**src/rtl/enc8b10b_pkg.sv**
```systemverilog
`default_nettype none
// ============================================================================
//  Module      : enc8b10b_pkg
//  Description : Shared 8b10b definitions: comma pattern, aligner state
//                encoding and the table of legal popcount splits.
//  Revision    : 1.0  initial release
// ============================================================================
package enc8b10b_pkg;

  // K28.5-style comma as seen first-bit-first (upper pop 3, lower pop 2)
  localparam logic [9:0] ENC_COMMA = 10'b11100_00011;

  typedef enum logic [1:0] {
    ST_HUNT   = 2'd0,
    ST_CHECK  = 2'd1,
    ST_LOCKED = 2'd2
  } align_state_e;

  // Legal {pop(upper 5), pop(lower 5)} splits, one octal digit per half
  localparam int unsigned ENC_NUM_SPLITS = 5;
  localparam logic [ENC_NUM_SPLITS-1:0][5:0] ENC_LEGAL_SPLITS =
    {6'o32, 6'o23, 6'o41, 6'o14, 6'o33};

  function automatic logic enc_split_legal(input logic [2:0] pop_hi,
                                           input logic [2:0] pop_lo);
    logic ok;
    ok = 1'b0;
    for (int k = 0; k < ENC_NUM_SPLITS; k++) begin
      if (ENC_LEGAL_SPLITS[k] == {pop_hi, pop_lo}) ok = 1'b1;
    end
    return ok;
  endfunction

endpackage
`default_nettype wire

```
**src/rtl/bsg_popcount.sv**
```systemverilog
`default_nettype none
// ============================================================================
//  Module      : bsg_popcount
//  Description : Combinational count of set bits in a WIDTH_P-bit vector.
//  Revision    : 1.0  initial release
// ============================================================================
module bsg_popcount #(
  parameter int WIDTH_P = 5
) (
  input  logic [WIDTH_P-1:0]              in_i,
  output logic [$clog2(WIDTH_P+1)-1:0]    cnt_o
);

  localparam int CNT_W = $clog2(WIDTH_P + 1);

  // Sum the bits one at a time; small widths only
  always_comb begin
    cnt_o = '0;
    for (int k = 0; k < WIDTH_P; k++) begin
      cnt_o = cnt_o + CNT_W'(in_i[k]);
    end
  end

endmodule
`default_nettype wire

```
**src/rtl/sym_legal_check.sv**
```systemverilog
`default_nettype none
// ============================================================================
//  Module      : sym_legal_check
//  Description : Flags whether a 10-bit symbol has a legal upper/lower
//                popcount split. Purely combinational.
//  Revision    : 1.0  initial release
// ============================================================================
module sym_legal_check
  import enc8b10b_pkg::*;
(
  input  logic [9:0] sym_i,
  output logic       legal_o
);

  logic [2:0] pop_hi;
  logic [2:0] pop_lo;

  bsg_popcount #(.WIDTH_P(5)) u_pop_hi (
    .in_i  (sym_i[9:5]),
    .cnt_o (pop_hi)
  );

  bsg_popcount #(.WIDTH_P(5)) u_pop_lo (
    .in_i  (sym_i[4:0]),
    .cnt_o (pop_lo)
  );

  assign legal_o = enc_split_legal(pop_hi, pop_lo);

endmodule
`default_nettype wire

```
**src/rtl/sym_align_deser.sv**
```systemverilog
`default_nettype none
// ============================================================================
//  Module      : sym_align_deser
//  Description : Serial-to-10b front end. Hunts for the comma, confirms
//                framing with consecutive legal symbols, then emits aligned
//                10-bit symbols with a one-cycle valid pulse.
//  Revision    : 1.0  initial release
// ============================================================================
module sym_align_deser
  import enc8b10b_pkg::*;
#(
  parameter logic [9:0] COMMA_P      = ENC_COMMA,
  parameter int         GOOD_SYMS_P  = 4,
  parameter int         ERR_THRESH_P = 3
) (
  input  logic       clk_i,
  input  logic       reset_n_i,
  input  logic       bit_i,
  input  logic       bit_v_i,
  output logic [9:0] sym_o,
  output logic       sym_v_o,
  output logic       sym_err_o,
  output logic       locked_o,
  output logic       lock_lost_o
);

  localparam int GW = $clog2(GOOD_SYMS_P + 1);
  localparam int EW = $clog2(ERR_THRESH_P + 1);
  localparam logic [GW-1:0] GOOD_MAX  = GW'(GOOD_SYMS_P);
  localparam logic [GW-1:0] GOOD_LAST = GW'(GOOD_SYMS_P - 1);
  localparam logic [EW-1:0] ERR_LAST  = EW'(ERR_THRESH_P - 1);

  align_state_e  state_q, state_d;
  logic [9:0]    sr_q, sr_d;
  logic [3:0]    phase_q, phase_d;
  logic [GW-1:0] good_q, good_d;
  logic [EW-1:0] err_q, err_d;
  logic [9:0]    sym_q, sym_d;
  logic          sym_v_q, sym_v_d;
  logic          sym_err_q, sym_err_d;
  logic          lost_q, lost_d;

  logic [9:0]    sr_nx;
  logic [3:0]    phase_inc;
  logic          boundary;
  logic          is_comma;
  logic          sym_legal;

  assign sr_nx     = {sr_q[8:0], bit_i};
  assign phase_inc = (phase_q == 4'd9) ? 4'd0 : phase_q + 4'd1;
  assign boundary  = (phase_inc == 4'd9);
  assign is_comma  = (sr_nx == COMMA_P);

  sym_legal_check u_legal (
    .sym_i   (sr_nx),
    .legal_o (sym_legal)
  );

  // State and datapath registers; reset asserts asynchronously
  always_ff @(posedge clk_i or negedge reset_n_i) begin
    if (!reset_n_i) begin
      state_q   <= ST_HUNT;
      sr_q      <= '0;
      phase_q   <= '0;
      good_q    <= '0;
      err_q     <= '0;
      sym_q     <= '0;
      sym_v_q   <= 1'b0;
      sym_err_q <= 1'b0;
      lost_q    <= 1'b0;
    end else begin
      state_q   <= state_d;
      sr_q      <= sr_d;
      phase_q   <= phase_d;
      good_q    <= good_d;
      err_q     <= err_d;
      sym_q     <= sym_d;
      sym_v_q   <= sym_v_d;
      sym_err_q <= sym_err_d;
      lost_q    <= lost_d;
    end
  end

  // Next-state: comma hunt, framing check, locked symbol emission
  always_comb begin
    state_d   = state_q;
    sr_d      = sr_q;
    phase_d   = phase_q;
    good_d    = good_q;
    err_d     = err_q;
    sym_d     = sym_q;
    sym_v_d   = 1'b0;
    sym_err_d = 1'b0;
    lost_d    = 1'b0;

    if (bit_v_i) begin
      sr_d    = sr_nx;
      phase_d = phase_inc;
    end

    case (state_q)
      ST_HUNT: begin
        if (bit_v_i && is_comma) begin
          state_d = ST_CHECK;
          phase_d = 4'd9;
          good_d  = GW'(1);
        end
      end
      ST_CHECK: begin
        if (bit_v_i) begin
          if (boundary) begin
            if (sym_legal) begin
              if (good_q >= GOOD_LAST) begin
                state_d = ST_LOCKED;
                good_d  = GOOD_MAX;
                err_d   = '0;
              end else begin
                good_d = good_q + GW'(1);
              end
            end else begin
              state_d = ST_HUNT;
              good_d  = '0;
            end
          end else if (is_comma) begin
            // Comma at a different phase: restart framing there
            phase_d = 4'd9;
            good_d  = GW'(1);
          end
        end
      end
      ST_LOCKED: begin
        if (bit_v_i && boundary) begin
          sym_d     = sr_nx;
          sym_v_d   = 1'b1;
          sym_err_d = ~sym_legal;
          if (sym_legal) begin
            err_d = '0;
          end else if (err_q >= ERR_LAST) begin
            state_d = ST_HUNT;
            lost_d  = 1'b1;
            err_d   = '0;
            good_d  = '0;
          end else begin
            err_d = err_q + EW'(1);
          end
        end
      end
      default: begin
        state_d = ST_HUNT;
      end
    endcase
  end

  assign sym_o       = sym_q;
  assign sym_v_o     = sym_v_q;
  assign sym_err_o   = sym_err_q;
  assign lock_lost_o = lost_q;
  assign locked_o    = (state_q == ST_LOCKED);

endmodule
`default_nettype wire
```
**config.mk**
```make
export PLATFORM = sky130hd
export DESIGN_NAME = sym_align_deser
export DESIGN_NICKNAME = d
export VERILOG_FILES = /design/src/rtl/enc8b10b_pkg.sv /design/src/rtl/bsg_popcount.sv /design/src/rtl/sym_legal_check.sv /design/src/rtl/sym_align_deser.sv
export SDC_FILE = /design/constraint.sdc
export NUM_CORES = 1
export LEC_CHECK = 0
export CAP_MARGIN = 20
export CORE_ASPECT_RATIO = 0.6
export CORE_MARGIN = 1.5
export CORE_UTILIZATION = 40
export CTS_CLUSTER_DIAMETER = 60
export DETAILED_ROUTE_END_ITERATION = 8
export GPL_TIMING_DRIVEN = 1
export HOLD_SLACK_MARGIN = 0.03
export PLACE_DENSITY = 0.56
export SYNTH_ARGS = -nofsm -noshare
export SYNTH_HDL_FRONTEND = slang
export SYNTH_SLANG_ARGS = --single-unit
```
**constraint.sdc**
```tcl
create_clock -name clk_i -period 3.3 [get_ports clk_i]
set_input_delay 0.99 -clock clk_i [delete_from_list [all_inputs] [get_ports clk_i]]
set_output_delay 0.99 -clock clk_i [all_outputs]
set_load 0.05 [all_outputs]
```
==> flow_results.org <==
** Min path
- Capture endpoint of the worst hold path :: sym_o[2]$_DFFE_PN0P_
- Counting instances, the worst hold path has a depth of 1.
- The worst hold path belongs to the class reg -> reg.
- Beginning of the worst hold path :: sym_o[2]$_DFFE_PN0P_

** Setup path
- Data arrives at the worst endpoint at 3330 ps.
- Category of the worst setup path launch point :: input pin
- Along the worst path, the maximum fanout reaches 4.
- Reg-to-reg critical path endpoint :: good_q[0]$_DFFE_PN0P_
- STA classifies the critical path endpoint as a register.
- In this run the critical register-to-register path is launched from sr_q[2]$_DFFE_PN0P_.
- Required @ worst endpoint :: 3470 ps
- R2R setup slack :: 430 ps
- The critical path is of the in -> reg type.
- The number of cells on the worst reg-to-reg path is 10.

** Run
- Max-capacitance violation count :: 0

** Routing
- After detailed routing, the average wire length per cell comes to 14.0 um.
- Total iterations of the first detailed-routing run :: 4
- Total wirelength of the detailed-routed design :: 3530 um
- Average vias per placed instance :: 5.07
- Overall via count from detail_route :: 1282
- Iteration-0 DRC count of the detailed router :: 52
- Number of design rule violations left after detail routing :: 0
- Remaining antenna violation count after routing :: 0

** Logic synthesis
- Synthesis produced 159 cells.
- The synthesized netlist devotes 13.2% of its cell area to simple gates.
- After synthesis, the mean cell area works out to 11.4 um^2.
- After Yosys synthesis, XOR and XNOR cells account for 0% of the synthesized area.
- The number of nets handed over by synthesis was 177.
- The most used flip-flop cell after synthesis is sky130_fd_sc_hd__dfrtp_1.
- Post-synthesis sequential element count :: 33
- Syn Std Cell Area :: 1810 um^2
- Synthesis warning total :: 0
- Sequential share of the synthesized area :: 45.5%
- Dominant combinational cell family by area after synthesis :: multiplexers
- Number of synthesized flops with an enable pin :: 0
- Synthesized-area fraction occupied by ao, oa, aoi and oai cells :: 12.2%
- Counting flops with an async set or reset pin after synthesis yields a share of 100%.
- The largest total area in the synthesized netlist belongs to sky130_fd_sc_hd__dfrtp_1.
- In this run the biggest area consumer among cell types represents 45.5% of the synthesized area.
- Of the total synthesized cell area, the portion taken by full adders, half adders and majority gates is 11.3%.
- After synthesis, the netlist uses 45 different library cells.
- Portion of netlist area occupied by mux cells :: 13.6%
- By area the synthesized netlist is led by sky130_fd_sc_hd__dfrtp_1, sky130_fd_sc_hd__mux2_1, sky130_fd_sc_hd__ha_1, sky130_fd_sc_hd__fa_1, sky130_fd_sc_hd__mux2_2.

** Clock network
- The tree is rooted in a sky130_fd_sc_hd__clkbuf_8.
- Clock-pin slew was measured on the worst setup and hold paths at 70 ps.
- Cts bufs inserted :: 5
- The clock reaches the later pin of the worst-skew pair after 280 ps.
- TritonCTS clock tree :: done
- Number of setup buffers added after CTS :: 0
- CTS built an H-tree with a depth of 2.
- The clock drives 33 sinks.
- Number of buffers between clock root and the deepest sink :: 2

** Floorplanning
- Overall die area :: 4960 um^2
- The floorplan has 18 rows.
- Starting utilization of the core area :: 42.8%
- The region available for standard cell placement spans 4230 um^2.
- Die height :: 55.2 um
- Pin placement for this block handled 18 I/O pins.
- Horizontal extent of the die :: 89.9 um

** STA
- RSZ-0062 raised after global routing :: false
- Upper clock frequency limit :: 0.317 GHz
- Number of setup violations in the final report :: 0
- For the finished layout, the period the worst path requires is 3160 ps.
- Headroom to the max-slew limit came out at 57.6%.
- Final period util :: 95.7%
- Post-layout worst setup margin :: 141 ps
- Final hold slack :: 483 ps
- For the pin with the worst max-slew slack, the measured transition is 632 ps.
- Number of max-slew violations in the final report :: 0
- The count of endpoints failing hold in the final timing report is 0.
- On the final layout, the worst clock skew is 3.91 ps.

** Global route
- Entering global routing, the biggest net connects 34 pins.
- Aggregate global routing overflow :: 0
- Overall Global Routing Usage :: 16.9%
- Antenna violations before repair :: 0
- The number of global-route vias before repair was 1281.
- First-pass GRT wire length :: 6200 um

** Placement
- Post-place setup slack :: -524 ps
- Placer's final routability congestion estimate :: 0.828
- IO Port Bufs :: 17
- Once detailed placement completed, the half-perimeter wirelength came to 2590 um.

** Final layout
- Compared with the post-synthesis result, the final layout area differs by 25.9%.
- Number of antenna repair diodes :: 0
- Layout cells sized above 1 :: 23.8%
- Final net count :: 210

** Power and ir drop
- Power comes to 2020 uW.
- Summed over all cells, the static leakage comes to 0.00106 uW.
- Areal power density over the cells :: 883 nW/um^2
- The worst-case IR drop observed on VDD is 0.499 mV.

** Outcome
- The flow ran to the end, and the final reports show no timing, DRC or antenna violations.
## critical path: stages
cell and delay (ps):
sky130_fd_sc_hd__clkbuf_2 100, sky130_fd_sc_hd__fa_1 480, sky130_fd_sc_hd__inv_1 50, sky130_fd_sc_hd__fa_2 350
sky130_fd_sc_hd__inv_2 80, sky130_fd_sc_hd__ha_4 200, sky130_fd_sc_hd__nand3b_1 160, sky130_fd_sc_hd__a22oi_2 250
sky130_fd_sc_hd__o211ai_2 150, sky130_fd_sc_hd__nand4_1 200, sky130_fd_sc_hd__mux2_4 320
## cells in the final DEF, fill, tap and decap left out, types with 5 or more instances in the layout
cell type,synthesis,routed
sky130_fd_sc_hd__ha_1,10,9
sky130_fd_sc_hd__dfrtp_1,33,33
sky130_fd_sc_hd__mux2_1,12,10
sky130_fd_sc_hd__inv_1,14,13
sky130_fd_sc_hd__o21ai_0,10,10
sky130_fd_sc_hd__clkdlybuf4s50_1,0,16
sky130_fd_sc_hd__buf_4,0,14
sky130_fd_sc_hd__clkbuf_8,0,6
sky130_fd_sc_hd__mux2_2,5,5
sky130_fd_sc_hd__nand2_1,10,9
## cell type report
class	instances	area, um^2
inverters	14	52.6
well taps	60	75.1
clock buffers	7	86.3
clock inverters	1	30.0
flip-flops and latches	33	826
repair buffers	31	270
fillers	390	1950
multi-input cells	107	942
## Yosys cell counts, types with 2 or more instances
cell	count
sky130_fd_sc_hd__nand4_1	2
sky130_fd_sc_hd__buf_2	3
sky130_fd_sc_hd__o21ai_2	2
sky130_fd_sc_hd__and3_1	2
sky130_fd_sc_hd__dfrtp_1	33
sky130_fd_sc_hd__nand3_1	4
sky130_fd_sc_hd__a31oi_1	3
sky130_fd_sc_hd__nor2b_1	3
sky130_fd_sc_hd__fa_1	4
sky130_fd_sc_hd__ha_1	10
sky130_fd_sc_hd__a21oi_1	3
sky130_fd_sc_hd__mux2i_1	4
sky130_fd_sc_hd__mux2_2	5
sky130_fd_sc_hd__o21ai_0	10
sky130_fd_sc_hd__a211oi_1	2
sky130_fd_sc_hd__nand2_1	10
sky130_fd_sc_hd__nor2_1	4
sky130_fd_sc_hd__inv_1	14
sky130_fd_sc_hd__nor3_1	3
sky130_fd_sc_hd__clkbuf_1	2
sky130_fd_sc_hd__mux2_1	12
## metal layers
layer / GRT usage [%] / part of all wire, % / vias to the layer above
met1: 23.3 / 55 / 629
met4: 7.94 / 1.5 / 0
met5: 0 / 0 / -
met2: 25.3 / 40 / 17
li1: - / - / 629
met3: 4.37 / 3.6 / 7
## flip-flops by register name, indices dropped and copies added, names as in the netlist
register / cells
sym_o: 10
sr_q: 9
phase_q: 4
good_q: 3
err_q: 2
state_q: 2
lock_lost_o: 1
sym_err_o: 1
sym_v_o: 1
## worst max path at each step
stage | slack (ps) | depth (start not counted) | startpoint | endpoint
2_1_floorplan | 7 | 10 | bit_i | good_q[0]$_DFFE_PN0P_
3_3_place_gp | -450 | 11 | bit_i | good_q[1]$_DFFE_PN0P_
3_5_place_dp | -520 | 11 | bit_i | good_q[0]$_DFFE_PN0P_
4_1_cts | 50 | 11 | bit_i | good_q[0]$_DFFE_PN0P_
5_1_grt | 60 | 11 | bit_i | good_q[0]$_DFFE_PN0P_
6_report | 140 | 11 | bit_i | good_q[0]$_DFFE_PN0P_
## cells by family (layout without fill, tap and decap cells)
group           after synthesis  after routing
compound gates               32             32
simple gates                 39             39
fa+ha+maj                    14             14
buf+inv                      19             53
flops                        33             33
mux                          22             22
## through the flow
step,TNS (ps),instance area (um^2),utilization (%),instances
global route,0,2280,53.9,253
CTS,0,2280,54.0,253
finish,0,2280,53.9,253
floorplan,0,1830,-,159
detailed placement,-4170,2160,51.0,245
global placement,-3660,2160,51.0,245
## repair_timing
item | 4_1_cts | 5_1_grt
endpoints found under the hold margin | 0 | 0
pin swaps | 3 | 3
endpoints found under the setup margin | 9 | 6
hold buffers | 0 | 0
resized for setup | 4 | 2
## power breakdown
group | internal [uW] | switching, uW
registers | 521 | 104
logic | 434 | 561
clock network | 246 | 149
No activity file was read; power rests on OpenSTA's default activity.
